File: config.mk
export PLATFORM = sky130hd
export DESIGN_NAME = debounce_fsm_module
export DESIGN_NICKNAME = d
export VERILOG_FILES = /design/src/rtl/debounce_fsm_module.sv
export SDC_FILE = /design/constraint.sdc
export NUM_CORES = 1
export LEC_CHECK = 0
export CORE_AREA = 2 2 39 41
export DETAILED_ROUTE_END_ITERATION = 10
export DIE_AREA = 0 0 41 43
export DONT_BUFFER_PORTS = 1
export PLACE_DENSITY_LB_ADDON = 0.15
export SKIP_CTS_REPAIR_TIMING = 1
export SLEW_MARGIN = 20
export SYNTH_ARGS = -nofsm -noshare
export SYNTH_HDL_FRONTEND = slang
export SYNTH_SLANG_ARGS = --single-unit
File: constraint.sdc
create_clock -name clk -period 2 [get_ports clk]
set_input_delay 0.4 -clock clk [delete_from_list [all_inputs] [get_ports clk]]
set_output_delay 0.4 -clock clk [all_outputs]
set_load 0.01 [all_outputs]
File: src/rtl/debounce_fsm_module.sv
// Debouncer for an asynchronous, bouncing input: two-flop synchronizer feeding a
// four-state qualification FSM that emits a debounced level and a rising-edge strobe.
module debounce_fsm_module #(
    parameter int STABLE_CYCLES = 4,
    parameter int CNT_W         = 8
) (
    input  logic       clk,
    input  logic       rst,
    input  logic       raw_in,
    output logic       level,
    output logic       pulse,
    output logic [1:0] state,
    output logic [1:0] next_state
);

    typedef enum logic [1:0] {
        IDLE     = 2'b00,
        RISE_CHK = 2'b01,
        HIGH     = 2'b10,
        FALL_CHK = 2'b11
    } state_t;

    localparam logic [CNT_W-1:0] LAST_CNT = CNT_W'(STABLE_CYCLES - 1);

    state_t           r_state;
    state_t           w_next_state;
    logic             r_sync1;
    logic             r_sync2;
    logic [CNT_W-1:0] r_cnt;
    logic [CNT_W-1:0] w_cnt_next;
    logic             r_level;
    logic             r_pulse;
    logic             w_level_next;
    logic             w_pulse_next;
    logic             w_cnt_last;

    assign w_cnt_last = (r_cnt == LAST_CNT);

    // NOTE: sequential state uses <= so every flop samples pre-edge values; = here would chain sync1 into sync2 in one cycle.
    always_ff @(posedge clk) begin
        if (!rst) begin
            r_sync1 <= 1'b0;
            r_sync2 <= 1'b0;
        end else begin
            r_sync1 <= raw_in;
            r_sync2 <= r_sync1;
        end
    end

    always_ff @(posedge clk) begin
        if (!rst) begin
            r_state <= IDLE;
            r_cnt   <= '0;
            r_level <= 1'b0;
            r_pulse <= 1'b0;
        end else begin
            r_state <= w_next_state;
            r_cnt   <= w_cnt_next;
            r_level <= w_level_next;
            r_pulse <= w_pulse_next;
        end
    end

    // Counter only advances while a check is still short of qualification, so it cannot wrap.
    always_comb begin
        // NOTE: defaults first so every path assigns both signals and no latch is inferred.
        w_next_state = r_state;
        w_cnt_next   = '0;
        if (!rst) begin
            w_next_state = IDLE;
        end else begin
            unique case (r_state)
                IDLE:     if (r_sync2) w_next_state = RISE_CHK;
                RISE_CHK: begin
                    if (!r_sync2)        w_next_state = IDLE;
                    else if (w_cnt_last) w_next_state = HIGH;
                    else                 w_cnt_next   = r_cnt + CNT_W'(1);
                end
                HIGH:     if (!r_sync2) w_next_state = FALL_CHK;
                FALL_CHK: begin
                    if (r_sync2)         w_next_state = HIGH;
                    else if (w_cnt_last) w_next_state = IDLE;
                    else                 w_cnt_next   = r_cnt + CNT_W'(1);
                end
                default:  w_next_state = IDLE;
            endcase
        end
    end

    // Outputs are decoded from the upcoming state so the registered copies line up with r_state.
    always_comb begin
        w_level_next = (w_next_state == HIGH) || (w_next_state == FALL_CHK);
        w_pulse_next = (r_state == RISE_CHK) && (w_next_state == HIGH);
    end

    assign state      = r_state;
    assign next_state = w_next_state;
    assign level      = r_level;
    assign pulse      = r_pulse;

endmodule

-- Word level (Yosys, flattened, before mapping)
Index checks and enable logic that the tools add are counted.
- logic and storage cells: 28
- memory bits (writable): 0
- bits in latches: 0
- register bits after elaboration: 14
- output and inout bits: 6
- memories kept: 0
- bits in read-only memories: 0
- bits of input ports: 3
- add/subtract/negate cells: 1
- bitwise gates (word level): 0
- magnitude comparators: 0
- equal/unequal tests: 6
- shifts and indexed selects: 0
- multiply operators: 0
- mux-type cells: 12
- reduce and logical (&&, ||, !) cells: 3
- div/mod/pow operators: 0
- operators by type and width (cell ; number):
    2-to-1 mux 8 bit ; 3
    one-hot mux 8 bit (2 select lines) ; 1
    2-to-1 mux 2 bit ; 7
    adder 8 x 1 -> 8 bit, second input constant ; 1
    equality test 2 bit, second input constant ; 4
    equality test 8 x 2 -> 1 bit, second input constant ; 1
    one-hot mux 2 bit (4 select lines) ; 1
    equality test 2 x 1 -> 1 bit, second input constant ; 1
    logical NOT 2 bit ; 1
    logical AND 1 bit ; 1
    logical OR 1 bit ; 1

-- Logic depth before layout (Yosys ltp)
Gate-level depths: netlist (run 1).
- depth in word-level cells: 7
- mapped depth: 5

-- Least setup slack after synthesis (run 1)
Ideal clock, no wire load.
- kind: register -> output
- from: register r_cnt[0]
- to: output next_state[1]
- path slack: 326 ps
- arrival time: 1274 ps
- required time: 1600 ps
- buffers on the path: 0
- stages on the path, launching flop included: 5
- cell sequence: dfxtp_1 > ha_1 > nor3b_1 > nand4_1 > a21boi_0
- longest elaborated chain between the ends: 5
- ends and longest elaborated chain (item ; RTL line ; source):
    start: declaration ; 29 ; logic [CNT_W-1:0] r_cnt;
    start signal: assignment ; 58 ; r_cnt <= w_cnt_next;
    equality test 8 x 2 -> 1 bit * ; 37 ; assign w_cnt_last = (r_cnt == LAST_CNT);
    2-to-1 mux 2 bit, on equally long branches ; 82, 76 ;
    2-to-1 mux 2 bit, on equally long branches ; 81, 75 ;
    one-hot mux 2 bit (4 select lines) * ; 72 ; unique case (r_state)
    2-to-1 mux 2 bit * ; 69 ; if (!rst) begin
    end: declaration ; 13 ; output logic [1:0] next_state
Mark *: on every way between the ends. The rest lies on a longest branch, timed or not.

-- Final worst setup path (run 1)
- from: register r_cnt[2]
- to: output next_state[1]
The elaborated chain is that of the path after synthesis.

==> results_dict.tcl, run 1 <==
set metrics [dict create \
    timing.hold.ws_ps 245.9 \
    layout_common_cells "dfxtp_1 (14), and2_1 (4), nand2_1 (4), nor3_1 (4)" \
    root_buffer "clkbuf_4" \
    synthCells 57 \
    ys.flop_type "dfxtp_1" \
    ys_seq_area_share_pct 49.89 \
    clk_pin_slew_ps 80 \
    rsz0062_at_grt "false" \
    crit_fanout 5 \
    leakage_nw 0.2084 \
    wl_per_cell_um 13.51 \
    routed_wl_mm 1.027 \
    maxCapViolCount 0 \
    final-setup-viol-count 0 \
    viasPerCell 5.539 \
    die_area_mm2 0.001763 \
    max_slew.worst_pin.slew_ps 341.3 \
    grt_use_total_pct 15.25 \
    hpwlAfterDp_um 750.2 \
    yosysWarningCount 0 \
    final_util_pct 44.94 \
    hp-class "input pin to register" \
    fin_area_um2 621.8 \
    final_common_cell "dfxtp_1" \
    fmax_mhz 528.4 \
    clock_sinks 14 \
    arrival_ps 1490 \
    portBuffers 0 \
    n_fill_cell 140 \
    num_rows 14 \
    status "finished clean" \
    hold_violations 0 \
    synth_edf_count 0 \
    drt-pass1-iter-count 2 \
    fin_crit_sh_pct 94.63 \
    p_int_uw 353.3 \
    finalMaxSlewViolations 0 \
    die_w_um 41 \
    fp.dieH_um 43 \
    cts_max_level 1 \
    dpl_cell_area_um2 581.8 \
    path_cells "nor4_2 -> nand4_1 -> a21boi_2" \
    slew_headroom_pct 77.06 \
    grt_max_degree 9 \
    totalPowerFinal_uw 442.9 \
    crit_type "register to primary output" \
    place.gp.congestion 0.6874 \
    io-pin-count 9 \
    grt_pass1_wl_mm 1.731 \
    critPathLaunchType "register" \
    endpoint_kind "primary output" \
    p_seq_share_pct 63.9 \
    worstSkewPairLatency_ps 270 \
    combPwrFrac_pct 1.1 \
    period_minus_slack_ps 1893 \
    antenna_cells 0 \
    fin_cells 76 \
    cts.path.max_buffers 2 \
    place_inst 73 \
    drc 0 \
    antenna_left 0 \
    drt_iter0_markers 3 \
    switching_share_pct 20.22 \
    antenna_found_initial 0 \
    cts_inserted_buffers 3 \
    ir_drop_mv 0.3376 \
    worst_ep_required_time_ps 1600 \
    core_mm2 0.001384 \
    synth_nets 61 \
    syn_to_final_growth_pct 10.69 \
    cp_slowest_cell "nor4_2" \
    vias 421 \
    fin_skew_ps 4.584 \
    drive_gt1_share_pct 16.67 \
    synth_seq_cells 14 \
    first_global_vias 382 \
    max_stage_delay_ps 400 \
    syn_area_um2 561.8 \
    synth_cell_types 22 \
    nets 66 \
    syn_area_per_cell_um2 9.856 \
    clock_power_share_pct 35.0 \
    grt-ovfl-total 0 \
    initial_core_util_pct 40.60 \
    p_sw_uw 89.56 \
    pwr_density_cell_mw_per_mm2 712.2 \
    async_flop_share_pct 0 \
    cts_tree "done" \
]
==> metrics by stage <==
stage               setup TNS (ps)  worst slack, ps
floorplan                        0            326.2
global placement                 0            237.2
detailed placement               0            204.0
CTS                         -119.3           -119.3
global route                     0            10.97
finish                           0            107.4
==> cell usage after synthesis, drive strengths merged (2+ instances only) <==
master	count	share of area [%]
a211oi	2	3.6
a21boi	3	4.0
a21oi	3	2.7
and2	4	4.5
dfxtp	14	50
nand2	4	2.7
nand3	3	2.7
nand4	2	2.2
nor3	4	3.6
o21ai	3	2.7
or3	3	3.3
xor2	3	4.7
==> per-layer routing <==
metal / up-vias / GRT usage, % / part of all wire (%)
met4: 0 / 10.00 / 0
met3: 0 / 6.806 / 3.6
met5: - / 0 / 0
li1: 216 / - / -
met2: 9 / 19.06 / 47
met1: 196 / 20.33 / 49
==> critical path: cells and delay by family, from the launching register on <==
kind            cells  cell delay (ps)
compound gates      1              230
flops               1              370
simple gates        2              620
==> flip-flops by register name (all words and copies together), names as in the netlist <==
register	cells
r_sync1	1
r_cnt	8
state	2
r_sync2	1
level	1
pulse	1
==> logic make-up after synthesis <==
| family | count (synthesis) | share of synthesized area [%] |
|---|---|---|
| AO/OA/AOI/OAI | 12 | 14.48 |
| buffers and inverters | 2 | 2.004 |
| flip-flops | 14 | 49.89 |
| XOR/XNOR | 4 | 6.237 |
| AND/OR/NAND/NOR | 24 | 25.17 |
| adder cells (fa/ha/maj) | 1 | 2.227 |
==> area by class of cell <==
cell class                 count  area, um^2  area share (%)
clock buffer                   3       22.52           3.622
inverter                       1       3.754          0.6036
multi-input combinational     41       287.8           46.28
sequential                    14       280.3           45.07
tap                           16       20.02           3.219
timing repair buffer           1       7.507           1.207
==> power groups by stage <==
stage               clock network (mW)  logic, mW  registers [mW]
global route                     0.178    0.00535           0.283
finish                           0.155    0.00482           0.283
detailed placement                   0    0.00463           0.290
floorplan                            0    0.00411           0.289
CTS                              0.161    0.00465           0.283
global placement                     0    0.00473           0.289
==> worst paths after layout <==
kind / end / startpoint / depth (start not counted) / slack, ps
setup / recovery: next_state[1] / r_cnt[2] / 3 / 110
hold / removal: r_sync2 / rst / 1 / 250
setup reg to reg: pulse / r_cnt[2] / 4 / 590
hold reg to reg: r_sync2 / r_sync1 / 1 / 440
No activity file was read; power rests on OpenSTA's default activity.
==> inputs of run 2 (changes only) <==
--- a/config.mk
+++ b/config.mk
@@ -10,6 +10,7 @@
 export DIE_AREA = 0 0 41 43
 export DONT_BUFFER_PORTS = 1
 export PLACE_DENSITY_LB_ADDON = 0.15
+export RECOVER_POWER = 100
 export SKIP_CTS_REPAIR_TIMING = 1
 export SLEW_MARGIN = 20
 export SYNTH_ARGS = -nofsm -noshare
==> results_dict.tcl, run 2 (synthesis results as in run 1) <==
set metrics [dict create \
    status "finished clean" \
    place.gp.congestion 0.6874 \
    grt_use_total_pct 15.25 \
    r2r-end "pulse" \
    antenna_found_initial 0 \
    finalSetupTns_ps 0 \
    clock_power_share_pct 34.8 \
    clk_pin_slew_ps 80 \
    drive_gt1_share_pct 15.00 \
    num_rows 14 \
    grt_pass1_wl_mm 1.731 \
    grt-ovfl-total 0 \
    endpoint_kind "primary output" \
    n_fill_cell 142 \
    leakage_nw 0.2031 \
    critPathLaunchType "register" \
    p_sw_uw 88.10 \
    fin_crit_sh_pct 94.57 \
    portBuffers 0 \
    fin_area_um2 618.1 \
    fmax_mhz 528.7 \
    fp.dieH_um 43 \
    cts_max_level 1 \
    syn_to_final_growth_pct 10.02 \
    pwr_density_cell_mw_per_mm2 714.0 \
    root_buffer "clkbuf_4" \
    initial_core_util_pct 40.60 \
    layout_common_cells "dfxtp_1 (14), nand2_1 (4), nor3_1 (4)" \
    rr_worst_depth 5 \
    cts_inserted_buffers 3 \
    final-setup-viol-count 0 \
    first_global_vias 382 \
    combPwrFrac_pct 1.1 \
    hp-class "input pin to register" \
    viasPerCell 5.605 \
    drt_iter0_markers 11 \
    cts.path.max_buffers 2 \
    cts_tree "done" \
    totalPowerFinal_uw 441.3 \
    hpwlAfterDp_um 750.2 \
    dpl_cell_area_um2 581.8 \
    final_common_cell "dfxtp_1" \
    regMostFlops "r_cnt" \
    max_slew.worst_pin.slew_ps 384.6 \
    ir_drop_mv 0.3361 \
    largest_register_ffs 8 \
    antenna_cells 0 \
    clock_sinks 14 \
    drt-pass1-iter-count 4 \
    finalMaxSlewViolations 0 \
    drc 0 \
    rsz0062_at_grt "false" \
    hold_depth 1 \
    grt_max_degree 9 \
    reg2reg_from "r_cnt[0]" \
    core_mm2 0.001384 \
    antenna_left 0 \
    switching_share_pct 19.96 \
    p_seq_share_pct 64.1 \
    hp-start "rst" \
    holdPathEnd "r_sync2" \
    nets 66 \
    vias 426 \
    wl_per_cell_um 13.84 \
    slew_headroom_pct 74.36 \
    hold_violations 0 \
    io-pin-count 9 \
    worstSkewPairLatency_ps 270 \
    crit_fanout 4 \
    r2r_slack_ps 350 \
    period_minus_slack_ps 1891 \
    p_int_uw 353.2 \
    worst_ep_required_time_ps 1600 \
    die_area_mm2 0.001763 \
    routed_wl_mm 1.052 \
    fin_skew_ps 5.197 \
    arrival_ps 1490 \
    die_w_um 41 \
    crit_type "register to primary output" \
    maxCapViolCount 0 \
]
==> run 2: routing by layer <==
layer	up-vias	part of all wire (%)	global-route usage [%]	wire, um
met1	202	49	20.33	518
met2	6	46	19.06	485
met5	-	0	0	0
met3	2	3.5	6.806	37
met4	0	0.95	10.00	10
li1	216	-	-	-
==> run 2: worst max path at each step <==
stage                         from            end  slack [ps]
after global routing      r_cnt[3]  next_state[1]           7
after CTS                 r_cnt[0]  next_state[1]        -120
final                     r_cnt[0]  next_state[1]         110
after global placement    r_cnt[0]  next_state[1]         240
after floorplan           r_cnt[0]  next_state[1]         330
after detailed placement  r_cnt[0]  next_state[1]         200
==> run 2: final cells by class <==
| cell class | instances | area (um^2) | share of cell area (%) |
|---|---|---|---|
| tap | 16 | 20.02 | 3.239 |
| multi-input combinational | 41 | 287.8 | 46.56 |
| clock buffer | 3 | 22.52 | 3.644 |
| timing repair buffer | 1 | 3.754 | 0.6073 |
| sequential | 14 | 280.3 | 45.34 |
| inverter | 1 | 3.754 | 0.6073 |
==> run 2: through the flow <==
step	util [%]	cells	hold WS (ps)	worst slack, ps
2_1_floorplan	-	57	411.8	326.2
3_3_place_gp	42.04	73	414.0	237.2
3_5_place_dp	42.04	73	422.8	204.0
4_1_cts	43.67	76	237.3	-119.3
5_1_grt	44.67	76	223.9	7.278
6_report	44.67	76	248.8	108.6
==> run 2: critical path: stages (launching register included) <==
cell and delay (ps):
dfxtp_1 360, ha_2 220, nor3b_4 220, nand4_1 190, a21boi_2 230
==> run 2: power groups by stage <==
stage	clock network, mW	logic [mW]	registers, mW
after floorplan	0	0.00411	0.289
after global placement	0	0.00473	0.289
after detailed placement	0	0.00463	0.290
after CTS	0.161	0.00465	0.283
after global routing	0.178	0.00535	0.283
final	0.153	0.00479	0.283
==> inputs of run 3 (changes only) <==
--- a/config.mk
+++ b/config.mk
@@ -5,9 +5,8 @@
 export SDC_FILE = /design/constraint.sdc
 export NUM_CORES = 1
 export LEC_CHECK = 0
-export CORE_AREA = 2 2 39 41
+export CORE_UTILIZATION = 30
 export DETAILED_ROUTE_END_ITERATION = 10
-export DIE_AREA = 0 0 41 43
 export DONT_BUFFER_PORTS = 1
 export PLACE_DENSITY_LB_ADDON = 0.15
 export RECOVER_POWER = 100
==> results_dict.tcl, run 3 (synthesis results as in run 1) <==
set metrics [dict create \
    status "finished clean" \
    fin_skew_ps 5.955 \
    antenna_left 0 \
    die_w_um 45.28 \
    maxCapViolCount 0 \
    drive_gt1_share_pct 14.75 \
    cts_max_level 1 \
    critPathLaunchType "register" \
    routed_wl_um 976 \
    grt-ovfl-total 0 \
    first_global_vias 356 \
    rr_worst_depth 5 \
    hold_depth 1 \
    hpwlAfterDp_um 690.1 \
    layout_common_cells "dfxtp_1 (14), nand2_1 (4), nor3_1 (4)" \
    initial_core_util_pct 32.19 \
    leakage_nw 0.2135 \
    grt_use_total_pct 10.94 \
    nets 66 \
    core_mm2 0.001745 \
    rsz0062_at_grt "false" \
    cp_slowest_cell "dfxtp_1" \
    fin_cells 86 \
    wl_per_cell_um 11.35 \
    period_minus_slack_ps 1893 \
    worstSkewPairLatency_ps 280 \
    die_area_mm2 0.002050 \
    hp-class "input pin to register" \
    place.gp.congestion 0.7007 \
    io-pin-count 9 \
    drt-pass1-iter-count 3 \
    cts.path.max_buffers 2 \
    path_cells "ha_1 -> nor3b_4 -> nand4_1 -> a21boi_2" \
    cp_top_family "simple AND/OR/NAND/NOR gates" \
    antenna_cells 0 \
    fmax_mhz 528.3 \
    portBuffers 0 \
    fin_crit_sh_pct 94.65 \
    syn_to_final_growth_pct 14.03 \
    pwr_density_cell_mw_per_mm2 771.9 \
    worst_ep_required_time_ps 1600 \
    reg2reg_from "r_cnt[0]" \
    slew_headroom_pct 72.31 \
    final_common_cell "dfxtp_1" \
    drt_iter0_markers 10 \
    drc 0 \
    cts_tree "done" \
    timing.hold.ws_ps 230.0 \
    hp-start "rst" \
    endpoint_kind "primary output" \
    cts_inserted_buffers 3 \
    clock_sinks 14 \
    regMostFlops "r_cnt" \
    root_buffer "clkbuf_4" \
    hold_violations 0 \
    grt_max_degree 9 \
    antenna_found_initial 0 \
    max_slew.worst_pin.slew_ps 415.4 \
    crit_type "register to primary output" \
    num_rows 15 \
    crit_fanout 4 \
    finalMaxSlewViolations 0 \
    fp.dieH_um 45.28 \
    ir_drop_mv 0.2383 \
    holdPathEnd "r_sync1" \
    vias 409 \
    r2r_slack_ps 360 \
    arrival_ps 1490 \
    grt_pass1_wl_mm 1.559 \
    place_inst 82 \
    largest_register_ffs 8 \
    r2r-end "pulse" \
    final-setup-viol-count 0 \
    max_stage_delay_ps 360 \
    dpl_cell_area_um2 593.1 \
    fin_area_um2 640.6 \
    path_buf_inv 0 \
    viasPerCell 4.756 \
    clk_pin_slew_ps 90 \
]
run 3: worst max path at each step:
| stage | startpoint | to | slack (ps) | cells after the start |
|---|---|---|---|---|
| floorplan | r_cnt[0] | next_state[1] | 330 | 4 |
| global placement | r_cnt[0] | next_state[1] | 240 | 4 |
| detailed placement | r_cnt[0] | next_state[1] | 180 | 4 |
| CTS | r_cnt[0] | next_state[1] | -120 | 4 |
| global route | r_cnt[0] | next_state[1] | 10 | 4 |
| finish | r_cnt[0] | next_state[1] | 110 | 4 |
run 3: per-stage QoR:
stage,utilization [%],total power [mW],setup TNS [ps],worst slack [ps]
2_1_floorplan,-,0.2932,0,326.2
4_1_cts,36.06,0.4986,-120.9,-120.9
5_1_grt,36.70,0.5100,0,11.75
3_3_place_gp,33.98,0.2945,0,237.0
6_report,36.70,0.4945,0,107.1
3_5_place_dp,33.98,0.2944,0,180.0
run 3: report_power, final:
| part | switching (mW) | total (mW) | internal [mW] | leakage, nW |
|---|---|---|---|---|
| registers | 0.00206 | 0.283 | 0.281 | 0.113 |
| clock network | 0.0958 | 0.207 | 0.111 | 0.0210 |
| logic | 0.00216 | 0.00486 | 0.00270 | 0.0792 |
| total | 0.100 | 0.495 | 0.395 | 0.213 |
run 3: area by class of cell:
type	instances	area, um^2
multi-input cells	41	285.3
well taps	25	31.28
inverters	1	3.754
flip-flops and latches	14	280.3
clock buffers	4	36.28
fillers	180	1105
repair buffers	1	3.754
run 3: metal layers:
layer | global-route usage (%) | vias up | routed length (um)
li1 | - | 218 | -
met1 | 15.05 | 181 | 539
met2 | 14.20 | 8 | 398
met3 | 2.400 | 2 | 24
met4 | 9.091 | 0 | 14
met5 | 0 | - | 0
